==> config.mk <==
export PLATFORM = sky130hd
export DESIGN_NAME = rst_seq_flat
export DESIGN_NICKNAME = d
export VERILOG_FILES = /design/src/rtl/rst_seq_pkg.sv /design/src/rtl/rst_seq_if.sv /design/src/rtl/rst_seq_sync.sv /design/src/rtl/rst_seq.sv /design/src/flat_wrapper.sv
export SDC_FILE = /design/constraint.sdc
export NUM_CORES = 1
export LEC_CHECK = 0
export BUFFER_PORTS_ARGS = -buffer_cell sky130_fd_sc_hd__buf_2
export CAP_MARGIN = 20
export CELL_PAD_IN_SITES_DETAIL_PLACEMENT = 2
export CELL_PAD_IN_SITES_GLOBAL_PLACEMENT = 2
export CORE_MARGIN = 2
export CORE_UTILIZATION = 27
export DETAILED_ROUTE_END_ITERATION = 10
export GPL_ROUTABILITY_DRIVEN = 0
export GPL_TIMING_DRIVEN = 0
export PLACE_DENSITY = 0.67
export SETUP_SLACK_MARGIN = 0.2
export SLEW_MARGIN = 40
export SYNTH_ARGS = -nofsm -noshare
export SYNTH_HDL_FRONTEND = slang
export SYNTH_HIERARCHICAL = 1
export SYNTH_SLANG_ARGS = --single-unit
export TNS_END_PERCENT = 100
==> constraint.sdc <==
create_clock -name clk -period 2.2 [get_ports clk]
set_input_delay 0.11 -clock clk [delete_from_list [all_inputs] [get_ports clk]]
set_output_delay 0.11 -clock clk [all_outputs]
set_load 0.01 [all_outputs]
==> src/rtl/rst_seq_pkg.sv <==
// rst_seq_pkg: shared types, limits and helpers for the reset sequencer.
//   rst_seq_state_t   : sequencer state (IDLE, HOLD, REL, RUN)
//   RST_SEQ_MIN_SYNC  : smallest legal synchroniser depth
//   RST_SEQ_MIN_HOLD  : smallest legal hold length
//   rst_seq_max       : integer max, used to size the shared counter
//   rst_seq_params_ok : elaboration-time parameter legality check
package rst_seq_pkg;

    typedef enum logic [1:0] {
        IDLE = 2'd0,
        HOLD = 2'd1,
        REL  = 2'd2,
        RUN  = 2'd3
    } rst_seq_state_t;

    localparam int RST_SEQ_MIN_SYNC = 2;
    localparam int RST_SEQ_MIN_HOLD = 1;

    function automatic int rst_seq_max(input int a, input int b);
        return (a > b) ? a : b;
    endfunction

    function automatic bit rst_seq_params_ok(input int sync_stages, input int hold_cycles,
                                             input int nch, input int stagger);
        return (sync_stages >= RST_SEQ_MIN_SYNC) && (hold_cycles >= RST_SEQ_MIN_HOLD) &&
               (nch >= 1) && (stagger >= 1);
    endfunction

endpackage

==> src/rtl/rst_seq_if.sv <==
// rst_seq_if: downstream reset bundle of the sequencer.
//   rst_n_o    : per-channel active-low reset, bit 0 releases first
//   done_o     : all channels released
//   sw_rst_req : software reset request (only when RST_SEQ_SWRST_EN is defined)
// Modports: master = sequencer side, slave = consumer side.
// Handshake: none; these are level signals. done_o and rst_n_o are registered
// by the master; sw_rst_req is a level sampled by the master on every clk edge.
interface rst_seq_if #(
    parameter int NCH = 4
);
    logic [NCH-1:0] rst_n_o;
    logic           done_o;
`ifdef RST_SEQ_SWRST_EN
    logic           sw_rst_req;

    modport master (output rst_n_o, output done_o, input  sw_rst_req);
    modport slave  (input  rst_n_o, input  done_o, output sw_rst_req);
`else
    modport master (output rst_n_o, output done_o);
    modport slave  (input  rst_n_o, input  done_o);
`endif
endinterface

==> src/rtl/rst_seq_sync.sv <==
// rst_sync: reset-deassertion synchroniser. A chain of STAGES flops with
// asynchronous clear and data tied to 1; sync_q rises STAGES edges after
// rst_n is first sampled high and drops immediately when rst_n goes low.
//   clk    : clock
//   rst_n  : asynchronous active-low reset
//   sync_q : synchronised release
module rst_sync #(
    parameter int STAGES = 2
) (
    input  logic clk,
    input  logic rst_n,
    output logic sync_q
);
    logic [STAGES-1:0] chain_q;
    logic [STAGES-1:0] chain_d;

    always_comb begin
        chain_d = {chain_q[STAGES-2:0], 1'b1};
    end

    always_ff @(posedge clk or negedge rst_n) begin
        if (!rst_n) begin
            chain_q <= '0;
        end else begin
            chain_q <= chain_d;
        end
    end

    assign sync_q = chain_q[STAGES-1];
endmodule

==> src/rtl/rst_seq.sv <==
// rst_seq: reset sequencer. Asserts all channel resets asynchronously on
// rst_n low, synchronises the release, holds HOLD_CYCLES cycles, then releases
// NCH channels STAGGER cycles apart and raises done_o.
// Optional feature macro: RST_SEQ_SWRST_EN adds bus.sw_rst_req, which restarts
// the sequence from HOLD when sampled high in HOLD, REL or RUN.
//   clk         : clock
//   rst_n       : asynchronous active-low chip reset
//   bus         : rst_seq_if master (rst_n_o, done_o, optional sw_rst_req)
//   dbg_state_o : current sequencer state
module rst_seq
    import rst_seq_pkg::*;
#(
    parameter int SYNC_STAGES = 2,
    parameter int HOLD_CYCLES = 16,
    parameter int NCH         = 4,
    parameter int STAGGER     = 4
) (
    input  logic           clk,
    input  logic           rst_n,
    rst_seq_if.master      bus,
    output rst_seq_state_t dbg_state_o
);
    localparam int CNT_W = $clog2(rst_seq_max(HOLD_CYCLES, STAGGER) + 1);
    localparam int CH_W  = $clog2(NCH + 1);

    localparam logic [CNT_W-1:0] HOLD_LAST    = CNT_W'(HOLD_CYCLES - 1);
    localparam logic [CNT_W-1:0] STAGGER_LAST = CNT_W'(STAGGER - 1);
    localparam logic [CH_W-1:0]  CH_LAST      = CH_W'(NCH - 1);

    if (!rst_seq_params_ok(SYNC_STAGES, HOLD_CYCLES, NCH, STAGGER)) begin : g_bad_params
        $error("rst_seq: illegal parameters");
    end

    logic sync_q;
    logic sw_req;

    rst_seq_state_t state_q, state_d;
    logic [CNT_W-1:0] cnt_q, cnt_d;
    logic [CH_W-1:0]  ch_q, ch_d;
    logic [NCH-1:0]   rst_n_o_q, rst_n_o_d;
    logic             done_q, done_d;

    rst_sync #(.STAGES(SYNC_STAGES)) u_sync (
        .clk    (clk),
        .rst_n  (rst_n),
        .sync_q (sync_q)
    );

`ifdef RST_SEQ_SWRST_EN
    assign sw_req = bus.sw_rst_req;
`else
    assign sw_req = 1'b0;
`endif

    always_comb begin
        state_d   = state_q;
        cnt_d     = cnt_q;
        ch_d      = ch_q;
        rst_n_o_d = rst_n_o_q;
        done_d    = done_q;

        case (state_q)
            IDLE: begin
                if (sync_q) begin
                    state_d = HOLD;
                    cnt_d   = '0;
                end
            end
            HOLD: begin
                if (cnt_q == HOLD_LAST) begin
                    rst_n_o_d[0] = 1'b1;
                    cnt_d        = '0;
                    if (NCH == 1) begin
                        state_d = RUN;
                        done_d  = 1'b1;
                    end else begin
                        state_d = REL;
                        ch_d    = CH_W'(1);
                    end
                end else begin
                    cnt_d = cnt_q + CNT_W'(1);
                end
            end
            REL: begin
                if (cnt_q == STAGGER_LAST) begin
                    // Decoded loop keeps the index width independent of CH_W.
                    for (int i = 0; i < NCH; i++) begin
                        if (ch_q == CH_W'(i)) begin
                            rst_n_o_d[i] = 1'b1;
                        end
                    end
                    cnt_d = '0;
                    if (ch_q == CH_LAST) begin
                        state_d = RUN;
                        done_d  = 1'b1;
                    end else begin
                        ch_d = ch_q + CH_W'(1);
                    end
                end else begin
                    cnt_d = cnt_q + CNT_W'(1);
                end
            end
            RUN: begin
            end
            default: begin
                state_d = IDLE;
            end
        endcase

        // Software restart wins over the normal progression but is ignored
        // until the synchronised release has left IDLE.
        if (sw_req && (state_q != IDLE)) begin
            state_d   = HOLD;
            cnt_d     = '0;
            ch_d      = '0;
            rst_n_o_d = '0;
            done_d    = 1'b0;
        end
    end

    always_ff @(posedge clk or negedge rst_n) begin
        if (!rst_n) begin
            state_q   <= IDLE;
            cnt_q     <= '0;
            ch_q      <= '0;
            rst_n_o_q <= '0;
            done_q    <= 1'b0;
        end else begin
            state_q   <= state_d;
            cnt_q     <= cnt_d;
            ch_q      <= ch_d;
            rst_n_o_q <= rst_n_o_d;
            done_q    <= done_d;
        end
    end

    assign bus.rst_n_o = rst_n_o_q;
    assign bus.done_o  = done_q;
    assign dbg_state_o = state_q;
endmodule

==> src/flat_wrapper.sv <==
// flat-port wrapper written by rule: the top's interface ports become plain ports
module rst_seq_flat import rst_seq_pkg::*;
#(
    parameter int SYNC_STAGES = 2,
    parameter int HOLD_CYCLES = 16,
    parameter int NCH         = 4,
    parameter int STAGGER     = 4
)
  (clk, rst_n, dbg_state_o, bus_rst_n_o, bus_done_o);
  rst_seq_if #(.NCH(NCH)) bus_i ();
  input  logic clk;
  input  logic rst_n;
  output rst_seq_state_t dbg_state_o;
  output wire logic [$bits(bus_i.rst_n_o)-1:0] bus_rst_n_o;
  output wire logic [$bits(bus_i.done_o)-1:0] bus_done_o;
  assign bus_rst_n_o = bus_i.rst_n_o;
  assign bus_done_o = bus_i.done_o;
  rst_seq #(.SYNC_STAGES(SYNC_STAGES), .HOLD_CYCLES(HOLD_CYCLES), .NCH(NCH), .STAGGER(STAGGER)) u_core (.clk(clk), .rst_n(rst_n), .bus(bus_i), .dbg_state_o(dbg_state_o));
endmodule
; Word-level counts from Yosys, hierarchy flattened
; Cells that the tools add are included.
[op_classes]
n_addsub = 2
eq_ne = 13
muxes = 17
n_reduce_logical = 11
[ops]
columns = cell, count
row1 = 2-to-1 mux 5 bit, 3
row2 = case mux 5 bit (3 select lines), 1
row3 = 2-to-1 mux 3 bit, 3
row4 = AND reduction 3 bit, 3
row5 = 2-to-1 mux 2 bit, 4
row6 = "inequality test 2 x 1 -> 1 bit, second input constant", 4
row7 = AND reduction 4 bit, 2
row8 = "equality test 3 x 2 -> 1 bit, second input constant", 2
row9 = case mux 2 bit (3 select lines), 1
row10 = case mux 3 bit (2 select lines), 1
row11 = "adder 5 x 1 -> 5 bit, second input constant", 1
row12 = "equality test 5 x 2 -> 1 bit, second input constant", 1
row13 = "equality test 5 x 4 -> 1 bit, second input constant", 1
row14 = AND reduction 5 bit, 1
row15 = "inequality test 2 bit, second input constant", 2
row16 = "adder 3 x 1 -> 3 bit, second input constant", 1
row17 = "equality test 3 x 1 -> 1 bit, second input constant", 1
row18 = logical NOT 3 bit, 1
row19 = 2-to-1 mux 1 bit, 3
row20 = nonzero test 3 bit, 1
row21 = "equality test 2 x 1 -> 1 bit, second input constant", 1
row22 = "equality test 2 bit, second input constant", 1
row23 = logical NOT 2 bit, 1
row24 = case mux 1 bit (2 select lines), 1
row25 = 2 further kinds, 2
[word_totals]
register_bits = 16
inputBits = 2
output_inout_bits = 7
word_cells = 51

; Logic depth before layout (Yosys ltp)
; Gate-level depths: netlist (run 1).
[logic_depth]
word_depth = 4
depth_mapped = 8

; Hierarchy
; Netlist (run 1), hierarchy kept.
[by_module_without_submodules]
columns = module, n_inst, cells_per_inst, area_each_um2, seq_area_each_um2
row1 = rst_seq, 1, 84, 879.6, 350.3
row2 = rst_sync, 1, 3, 53.8, 50.0

; Least setup slack after synthesis (run 1)
; OpenSTA, ideal clock, no wires.
[synth_path]
path_kind = reg-to-reg
startpoint = register u_core.cnt_q[0]
endpoint = register u_core.cnt_q[3]
t_arrival_ps = 1661
slack_ps = 424
path_stages_with_launch = 9
n_path_buf = 0
synth_period_minus_slack_ps = 1776
cell_sequence = dfrtp_1 -> ha_1 -> nand3_1 -> inv_1 -> ha_1 -> nand2b_1 -> o21ai_0 -> nand3_1 -> o311ai_0
[synth_between]
elab_chain_cells = 3
[synth_lines]
columns = element, line
row1 = start: declaration, rst_seq.sv:38  ; logic [CNT_W-1:0] cnt_q, cnt_d;
row2 = start signal: assignment, rst_seq.sv:130  ; cnt_q <= cnt_d;
row3 = adder 5 x 1 -> 5 bit (tied with other cells), "rst_seq.sv:81, rst_seq.sv:100"
row4 = "2-to-1 mux 5 bit, on equally long branches", "rst_seq.sv:85, rst_seq.sv:70"
row5 = case mux 5 bit (3 select lines) (*), rst_seq.sv:62  ; case (state_q)
; Mark *: on every way between the ends. The rest lies on a longest branch, timed or not.
; A chain may end at the register's enable or synchronous reset.

; Worst setup path after layout (run 1)
[layout_path]
startpoint = register u_core.cnt_q[0]
endpoint = register u_core.state_q[1], in the netlist u_core/dbg_state_o[1]
[layout_between]
elab_chain_cells = 3
[layout_lines]
columns = element, line
row1 = equality test 5 x 2 -> 1 bit or equality test 5 x 4 -> 1 bit (tied branches), "rst_seq.sv:85, rst_seq.sv:70"
row2 = inequality test 2 x 1 -> 1 bit (no source line), --
row3 = AND reduction 5 bit (no source line) (*), --
row4 = end signal: assignment, rst_seq.sv:129  ; state_q <= state_d;
row5 = end: declaration, rst_seq.sv:37  ; rst_seq_state_t state_q, state_d;
; Marked as above.

==> results of run 1 <==
-- stage by stage --
| step | instance area (um2) | hold slack (ns) | total power [uW] | util, % | std cells |
|---|---|---|---|---|---|
| global placement | 1031 | 0.05563 | 941.5 | 30.90 | 141 |
| detailed placement | 1031 | 0.05448 | 966.7 | 30.90 | 141 |
| global route | 1096 | 0.2992 | 1280 | 32.85 | 145 |
| finish | 1096 | 0.2636 | 1157 | 32.85 | 145 |
| floorplan | 933.4 | -0.1856 | 803.0 | - | 87 |
| CTS | 1079 | 0.2701 | 1161 | 32.32 | 145 |
-- placed cells by master (no fill, tap or decap), types with 2 or more instances in the layout --
| master | synthesis | final |
|---|---|---|
| sky130_fd_sc_hd__mux2i_1 | 3 | 3 |
| sky130_fd_sc_hd__clkbuf_4 | 0 | 3 |
| sky130_fd_sc_hd__a21o_1 | 2 | 2 |
| sky130_fd_sc_hd__nand4_1 | 2 | 2 |
| sky130_fd_sc_hd__a31oi_1 | 3 | 3 |
| sky130_fd_sc_hd__o21ai_0 | 3 | 2 |
| sky130_fd_sc_hd__nand2b_1 | 2 | 2 |
| sky130_fd_sc_hd__buf_2 | 1 | 9 |
| sky130_fd_sc_hd__o2bb2ai_1 | 2 | 2 |
| sky130_fd_sc_hd__dfrtp_1 | 16 | 16 |
| sky130_fd_sc_hd__a31o_2 | 2 | 2 |
| sky130_fd_sc_hd__nor2_1 | 2 | 2 |
| sky130_fd_sc_hd__inv_1 | 11 | 11 |
| sky130_fd_sc_hd__ha_1 | 13 | 12 |
| sky130_fd_sc_hd__nand3_1 | 5 | 5 |
| sky130_fd_sc_hd__nor2b_1 | 2 | 2 |
| sky130_fd_sc_hd__nand2_1 | 3 | 3 |
-- worst min path at each step --
| stage | to | slack, ns | from |
|---|---|---|---|
| 6_report | u_core/u_sync/chain_q[1]$_DFF_PN0_ | 0.26 | rst_n |
| 5_1_grt | u_core/u_sync/chain_q[1]$_DFF_PN0_ | 0.30 | rst_n |
| 4_1_cts | u_core/u_sync/chain_q[1]$_DFF_PN0_ | 0.27 | rst_n |
| 3_5_place_dp | u_core/u_sync/chain_q[1]$_DFF_PN0_ | 0.05 | rst_n |
| 3_3_place_gp | u_core/u_sync/chain_q[1]$_DFF_PN0_ | 0.06 | rst_n |
| 2_1_floorplan | u_core/bus.rst_n_o[0]$_DFFE_PN0P_ | -0.19 | rst_n |
-- layer usage --
layer | wire, um | vias up | track usage [%]
li1 | - | 328 | -
met2 | 1025 | 8 | 20.16
met5 | 0 | - | 0
met3 | 51 | 4 | 2.342
met4 | 47 | 0 | 7.500
met1 | 954 | 358 | 16.29
-- timing repair --
item                                    in CTS  in global routing
hold buffers                                 1                  0
gates resized for setup                      4                  4
cloned                                       0                  0
endpoints found under the hold margin       16                  0
pin swaps                                    0                  1
endpoints found under the setup margin       7                  5
buffers inserted                             0                  0
-- cell families after synthesis --
group                    synth area share (%)
AO/OA/AOI/OAI                           16.35
adder cells (fa/ha/maj)                 17.43
buffers and inverters                   5.764
flip-flops                              42.90
multiplexers                            4.825
other                                  0.4018
AND/OR/NAND/NOR                         12.33
-- power groups by stage --
stage / Clock [uW] / Combinational (uW) / Sequential, uW
detailed placement: 0 / 556 / 410
global route: 188 / 675 / 417
CTS: 171 / 586 / 405
global placement: 0 / 538 / 404
finish: 161 / 594 / 402
floorplan: 0 / 394 / 409
-- state kept, by name (all words and copies together), names as in the netlist --
register	cells
u_core/u_sync/chain_q	2
u_core/bus.rst_n_o	4
u_core/dbg_state_o	2
u_core/cnt_q	5
u_core/ch_q	3
-- area by class of cell --
class	instances	area [um2]	share of cell area (%)
Timing Repair Buffer	9	50.05	4.566
Multi-Input combinational cell	58	511.7	46.69
Tap cell	46	57.56	5.251
Clock buffer	3	22.52	2.055
Inverter	11	41.29	3.767
Buffer	2	12.51	1.142
Sequential cell	16	400.4	36.53
==> results.json, run 1 <==
{
  "hold_class": "in -> async",
  "rr_endpoint": "u_core/dbg_state_o[1]$_DFFE_PN0P_",
  "start_util_pct": 27.97,
  "detail_route.first_pass.iterations": 4,
  "drive_above_1_share_pct": 26.26,
  "antenna_found_initial": 0,
  "timing.critical_path.from": "u_core/cnt_q[0]$_DFFE_PN0P_",
  "worstReg2RegStart": "u_core/cnt_q[0]$_DFFE_PN0P_",
  "critical_path.n_buffers_inverters": 0,
  "worst_path_cell_chain": "ha_2 -> or4b_4 -> nand2_2 -> o2111ai_2 -> mux2_4",
  "number_of_buffers_added_by_the_clock_tree_synthesis_step": 3,
  "timing.critical_path.depth": 5,
  "die_height_um": 62.80,
  "drv.max_cap_violation_count": 0,
  "sw_pwr_uw": 510.6,
  "synth.most_common_cell": "sky130_fd_sc_hd__dfrtp_1",
  "post_synth.cell_area_avg_um2": 10.73,
  "fin_crit_ns": 1.895,
  "floorplan.die.width_um": 62.80,
  "timing.reg2reg.worst_path_depth": 5,
  "grt_max_degree": 17,
  "num_vias": 698,
  "synth_area_um2": 933.4,
  "yosys.area.top_type_share_pct": 42.90,
  "endpoint": "u_core/dbg_state_o[1]$_DFFE_PN0P_",
  "timing.critical_path.required_ns": 2.39,
  "globalRoute.totalOverflow": 0,
  "detail_route.vias_per_cell": 4.814,
  "setup_ws_ns": 0.3054,
  "critPathMaxStageDelay_ns": 0.52,
  "path_max_fanout": 5,
  "postSynthRegisterBits": 16,
  "cpMaxStageDelayCell": "sky130_fd_sc_hd__or4b_4",
  "antenna_cells": 0,
  "place_worst_setup_slack_ns": 0.01802,
  "postSynthCellCount": 87,
  "timing_max_transition_violations_final": 0,
  "synth-warning-count": 6,
  "status": "complete, no violations",
  "post-dp-hpwl_um": 1562,
  "route.detailed.drc": 0,
  "report.final.setup_viol": 0,
  "switching_share_pct": 44.12,
  "total_leakage_power_uw": 0.0005326,
  "synth.lib_cells_used.distinct": 31,
  "ios": 9,
  "die_area_um2": 3943,
  "max-slew-margin-rel_pct": 64.62,
  "final_ant_viol_nets": 0,
  "power_frac_comb_pct": 51.3,
  "wirelength_um": 2079,
  "post-route-period-util_pct": 86.12,
  "clock_latency_ns": 0.29,
  "synth_edf_count": 0,
  "rsz_0062_raised_after_global_routing": "no",
  "row_count": 21,
  "synth.top_cells.by_count": "16 x sky130_fd_sc_hd__dfrtp_1, 13 x sky130_fd_sc_hd__ha_1, 11 x sky130_fd_sc_hd__inv_1, 5 x sky130_fd_sc_hd__nand3_1",
  "cts.root.buffer_cell": "sky130_fd_sc_hd__clkbuf_4",
  "seq_area_frac_synth_pct": 42.90,
  "p_clk_share_pct": 13.9,
  "groute.usage.overall_pct": 12.77,
  "cp-end-kind": "flip-flop",
  "maximum_buffer_depth_of_the_clock_tree": 2,
  "area_delta_synth_final_pct": 17.43,
  "family_of_cells_with_the_greatest_summed_delay_on_the_critical_path": "simple AND/OR/NAND/NOR gates",
  "final-hold-violation-count": 0,
  "portBuffers": 8,
  "wl_per_cell_um": 14.34,
  "fill_cells": 385,
  "fin_setup_tns_ns": 0,
  "dr.first_iter.drc_count": 15,
  "clock.fmax_ghz": 0.5278,
  "timing.clock.skew_ns": 0.006996,
  "tritoncts_num_sinks": 16,
  "p_per_area_nw_per_um2": 1056,
  "worst_ir_drop_vdd_uv": 296.5,
  "placeableCoreArea_um2": 3337,
  "clkTransAtPathRegs_ns": 0.10,
  "h-tree-depth": 1,
  "synth-async-reset-ratio_pct": 100.0,
  "start_kind": "flip-flop",
  "synthesis.nets": 102,
  "p_seq_share_pct": 34.8,
  "synth-main-ff-cell": "sky130_fd_sc_hd__dfrtp_1",
  "worst-r2r-setup-slack_ns": 0.31,
  "grt_pass1_wl_um": 3850,
  "tritoncts": "yes",
  "synth_top_area_cell": "sky130_fd_sc_hd__dfrtp_1",
  "p_int_uw": 646.8,
  "number_of_global_route_vias_before_repair": 788,
  "actual_slew_at_the_worst_max_slew_pin_ns": 0.5293,
  "final_nets": 116,
  "synth.area.top_cells": "sky130_fd_sc_hd__dfrtp_1 43%, sky130_fd_sc_hd__ha_1 17%, sky130_fd_sc_hd__inv_1 4.4%",
  "criticalPathCategory": "reg -> reg",
  "arrival_ns": 2.08
}
No activity file was read; power rests on OpenSTA's default activity.
==> run 2, diff against run 1 <==
--- a/config.mk
+++ b/config.mk
@@ -5,16 +5,16 @@
 export SDC_FILE = /design/constraint.sdc
 export NUM_CORES = 1
 export LEC_CHECK = 0
-export BUFFER_PORTS_ARGS = -buffer_cell sky130_fd_sc_hd__buf_2
+export BUFFER_PORTS_ARGS = -buffer_cell sky130_fd_sc_hd__buf_4
 export CAP_MARGIN = 20
 export CELL_PAD_IN_SITES_DETAIL_PLACEMENT = 2
 export CELL_PAD_IN_SITES_GLOBAL_PLACEMENT = 2
 export CORE_MARGIN = 2
-export CORE_UTILIZATION = 27
+export CORE_UTILIZATION = 37
 export DETAILED_ROUTE_END_ITERATION = 10
 export GPL_ROUTABILITY_DRIVEN = 0
 export GPL_TIMING_DRIVEN = 0
-export PLACE_DENSITY = 0.67
+export PLACE_DENSITY = 0.84
 export SETUP_SLACK_MARGIN = 0.2
 export SLEW_MARGIN = 40
 export SYNTH_ARGS = -nofsm -noshare
==> run 2 against run 1 <==
  * Die area shrank 25%
  * Core utilization rose by 12 points
  * Sequential power increased by 2%
  * Critical endpoint unchanged
  * Clock skew down 0.0042 ns
  * Count of clock-buffer cells in the layout did not move
  * Worst hold slack lost 0.044 ns
  * Sequential share of layout area grew 0.25 points
  * Register-to-register slack lost 0.03 ns
  * Combinational power grew 6.1%
==> results.json, run 2 (synthesis results as in run 1) <==
{
  "status": "complete, no violations",
  "clock.fmax_ghz": 0.5204,
  "sw_pwr_uw": 532.2,
  "switching_share_pct": 44.59,
  "fill_cells": 261,
  "worst_path_cell_chain": "ha_2 -> or4b_4 -> nand2_2 -> o2111ai_2 -> mux2_4",
  "total_leakage_power_uw": 0.0005351,
  "timing.reg2reg.worst_path_depth": 5,
  "register_area_um2": 400.4,
  "p_seq_share_pct": 34.4,
  "place_worst_setup_slack_ns": -0.08842,
  "grt_pass1_wl_um": 3719,
  "num_vias": 706,
  "worst_ir_drop_vdd_uv": 746.0,
  "groute.usage.overall_pct": 17.87,
  "path_max_fanout": 5,
  "start_util_pct": 38.37,
  "criticalPathCategory": "reg -> reg",
  "timing.critical_path.required_ns": 2.37,
  "worstReg2RegStart": "u_core/cnt_q[0]$_DFFE_PN0P_",
  "drive_above_1_share_pct": 25.25,
  "route.detailed.drc": 0,
  "number_of_buffers_added_by_the_clock_tree_synthesis_step": 3,
  "finalCoreUtilization_pct": 44.75,
  "fin_crit_ns": 1.922,
  "tritoncts": "yes",
  "regMostFlops": "u_core/cnt_q",
  "post-route-period-util_pct": 87.34,
  "post-cts-setup-buffer-count": 0,
  "ios": 9,
  "floorplan.die.width_um": 54.23,
  "cp-end-kind": "flip-flop",
  "final_common_cell": "sky130_fd_sc_hd__dfrtp_1",
  "cts.root.buffer_cell": "sky130_fd_sc_hd__clkbuf_4",
  "fin_setup_tns_ns": 0,
  "worst-r2r-setup-slack_ns": 0.28,
  "setup_ws_ns": 0.2784,
  "timing_max_transition_violations_final": 0,
  "timing.clock.skew_ns": 0.002788,
  "clkTransAtPathRegs_ns": 0.09,
  "power_frac_comb_pct": 52.7,
  "finish.instance_area_um2": 1089,
  "number_of_global_route_vias_before_repair": 750,
  "dr.first_iter.drc_count": 3,
  "cpMaxStageDelayCell": "sky130_fd_sc_hd__or4b_4",
  "multi_input_comb_area_um2": 504.2,
  "largest_register_ff_count": 5,
  "p_per_area_nw_per_um2": 1096,
  "post-dp-hpwl_um": 1718,
  "wl_per_cell_um": 18.10,
  "final-hold-violation-count": 0,
  "tritoncts_num_sinks": 16,
  "clock_latency_ns": 0.28,
  "hold_class": "in -> async",
  "report.final.setup_viol": 0,
  "h-tree-depth": 1,
  "dpl-instance-area_um2": 1031,
  "antenna_cells": 0,
  "most_frequent_cells_in_the_layout": "16 x sky130_fd_sc_hd__dfrtp_1, 12 x sky130_fd_sc_hd__ha_1, 11 x sky130_fd_sc_hd__inv_1",
  "maximum_buffer_depth_of_the_clock_tree": 2,
  "rr_endpoint": "u_core/dbg_state_o[1]$_DFFE_PN0P_",
  "die_area_um2": 2940,
  "arrival_ns": 2.10,
  "actual_slew_at_the_worst_max_slew_pin_ns": 0.6124,
  "wirelength_um": 2335,
  "placeableCoreArea_um2": 2432,
  "area_delta_synth_final_pct": 16.62,
  "globalRoute.totalOverflow": 0,
  "final_nets": 116,
  "row_count": 18,
  "max-slew-margin-rel_pct": 59.07,
  "final_ant_viol_nets": 0,
  "p_int_uw": 661.3,
  "p_clk_share_pct": 12.9,
  "grt_max_degree": 17,
  "critPathMaxStageDelay_ns": 0.52,
  "drv.max_cap_violation_count": 0,
  "start_kind": "flip-flop",
  "portBuffers": 8,
  "detail_route.first_pass.iterations": 4,
  "detail_route.vias_per_cell": 5.473,
  "rsz_0062_raised_after_global_routing": "no",
  "die_height_um": 54.23,
  "antenna_found_initial": 0
}
run 2: worst max path at each step:
stage                                      startpoint                                end  slack [ns]  cells past startpoint
final                     u_core/cnt_q[0]$_DFFE_PN0P_  u_core/dbg_state_o[1]$_DFFE_PN0P_        0.28                      5
after global routing      u_core/cnt_q[0]$_DFFE_PN0P_  u_core/dbg_state_o[1]$_DFFE_PN0P_        0.21                      5
after CTS                 u_core/cnt_q[0]$_DFFE_PN0P_         u_core/ch_q[0]$_DFFE_PN0P_        0.21                      8
after detailed placement  u_core/cnt_q[0]$_DFFE_PN0P_        u_core/cnt_q[3]$_DFFE_PN0P_       -0.09                      5
after global placement    u_core/cnt_q[0]$_DFFE_PN0P_        u_core/cnt_q[3]$_DFFE_PN0P_        0.09                      5
after floorplan           u_core/cnt_q[0]$_DFFE_PN0P_        u_core/cnt_q[3]$_DFFE_PN0P_        0.42                      8
run 2: area by class of cell:
cell class                 count  area share (%)
sequential                    16           36.78
inverter                      11           3.793
buffer                         2           1.149
clock buffer                   3           2.069
tap                           30           3.448
timing repair buffer           9           6.437
multi-input combinational     58           46.32
run 2: per-layer routing:
layer  vias up  global-route usage [%]  part of all wire [%]
met2         8                   30.32                    52
met3         6                   2.732                   1.8
met5         -                       0                     0
li1        327                       -                     -
met4         0                   6.250                   1.8
met1       365                   22.98                    45
run 2: critical path: cells and delay by family, from the launching register on:
family	cells	cell delay [ns]
and+or+nand+nor	2	0.64
adders and majority gates	1	0.25
DFF	1	0.41
AOI/OAI and AO/OA	1	0.17
muxes	1	0.34
run 2: what timing repair did:
| item | in CTS | in global routing |
|---|---|---|
| gates cloned | 0 | 0 |
| endpoints found under the setup margin | 5 | 5 |
| pin swaps | 0 | 0 |
| endpoints found under the hold margin | 16 | 0 |
| hold buffers | 1 | 0 |
| resized for setup | 4 | 3 |
run 2: stage by stage:
step                      total power (uW)  hold WS (ns)  instances
final                                 1194        0.2199        129
after global routing                  1290        0.2214        129
after CTS                             1175        0.2205        129
after detailed placement             996.0      -0.01401        125
after global placement               945.6      -0.01704        125
after floorplan                      803.0       -0.1856         87
run 2: power groups by stage:
| stage | Sequential (uW) | Combinational (uW) | Clock [uW] |
|---|---|---|---|
| after floorplan | 409 | 394 | 0 |
| after global placement | 406 | 540 | 0 |
| after detailed placement | 416 | 580 | 0 |
| after CTS | 410 | 606 | 158 |
| after global routing | 423 | 695 | 172 |
| final | 410 | 630 | 154 |
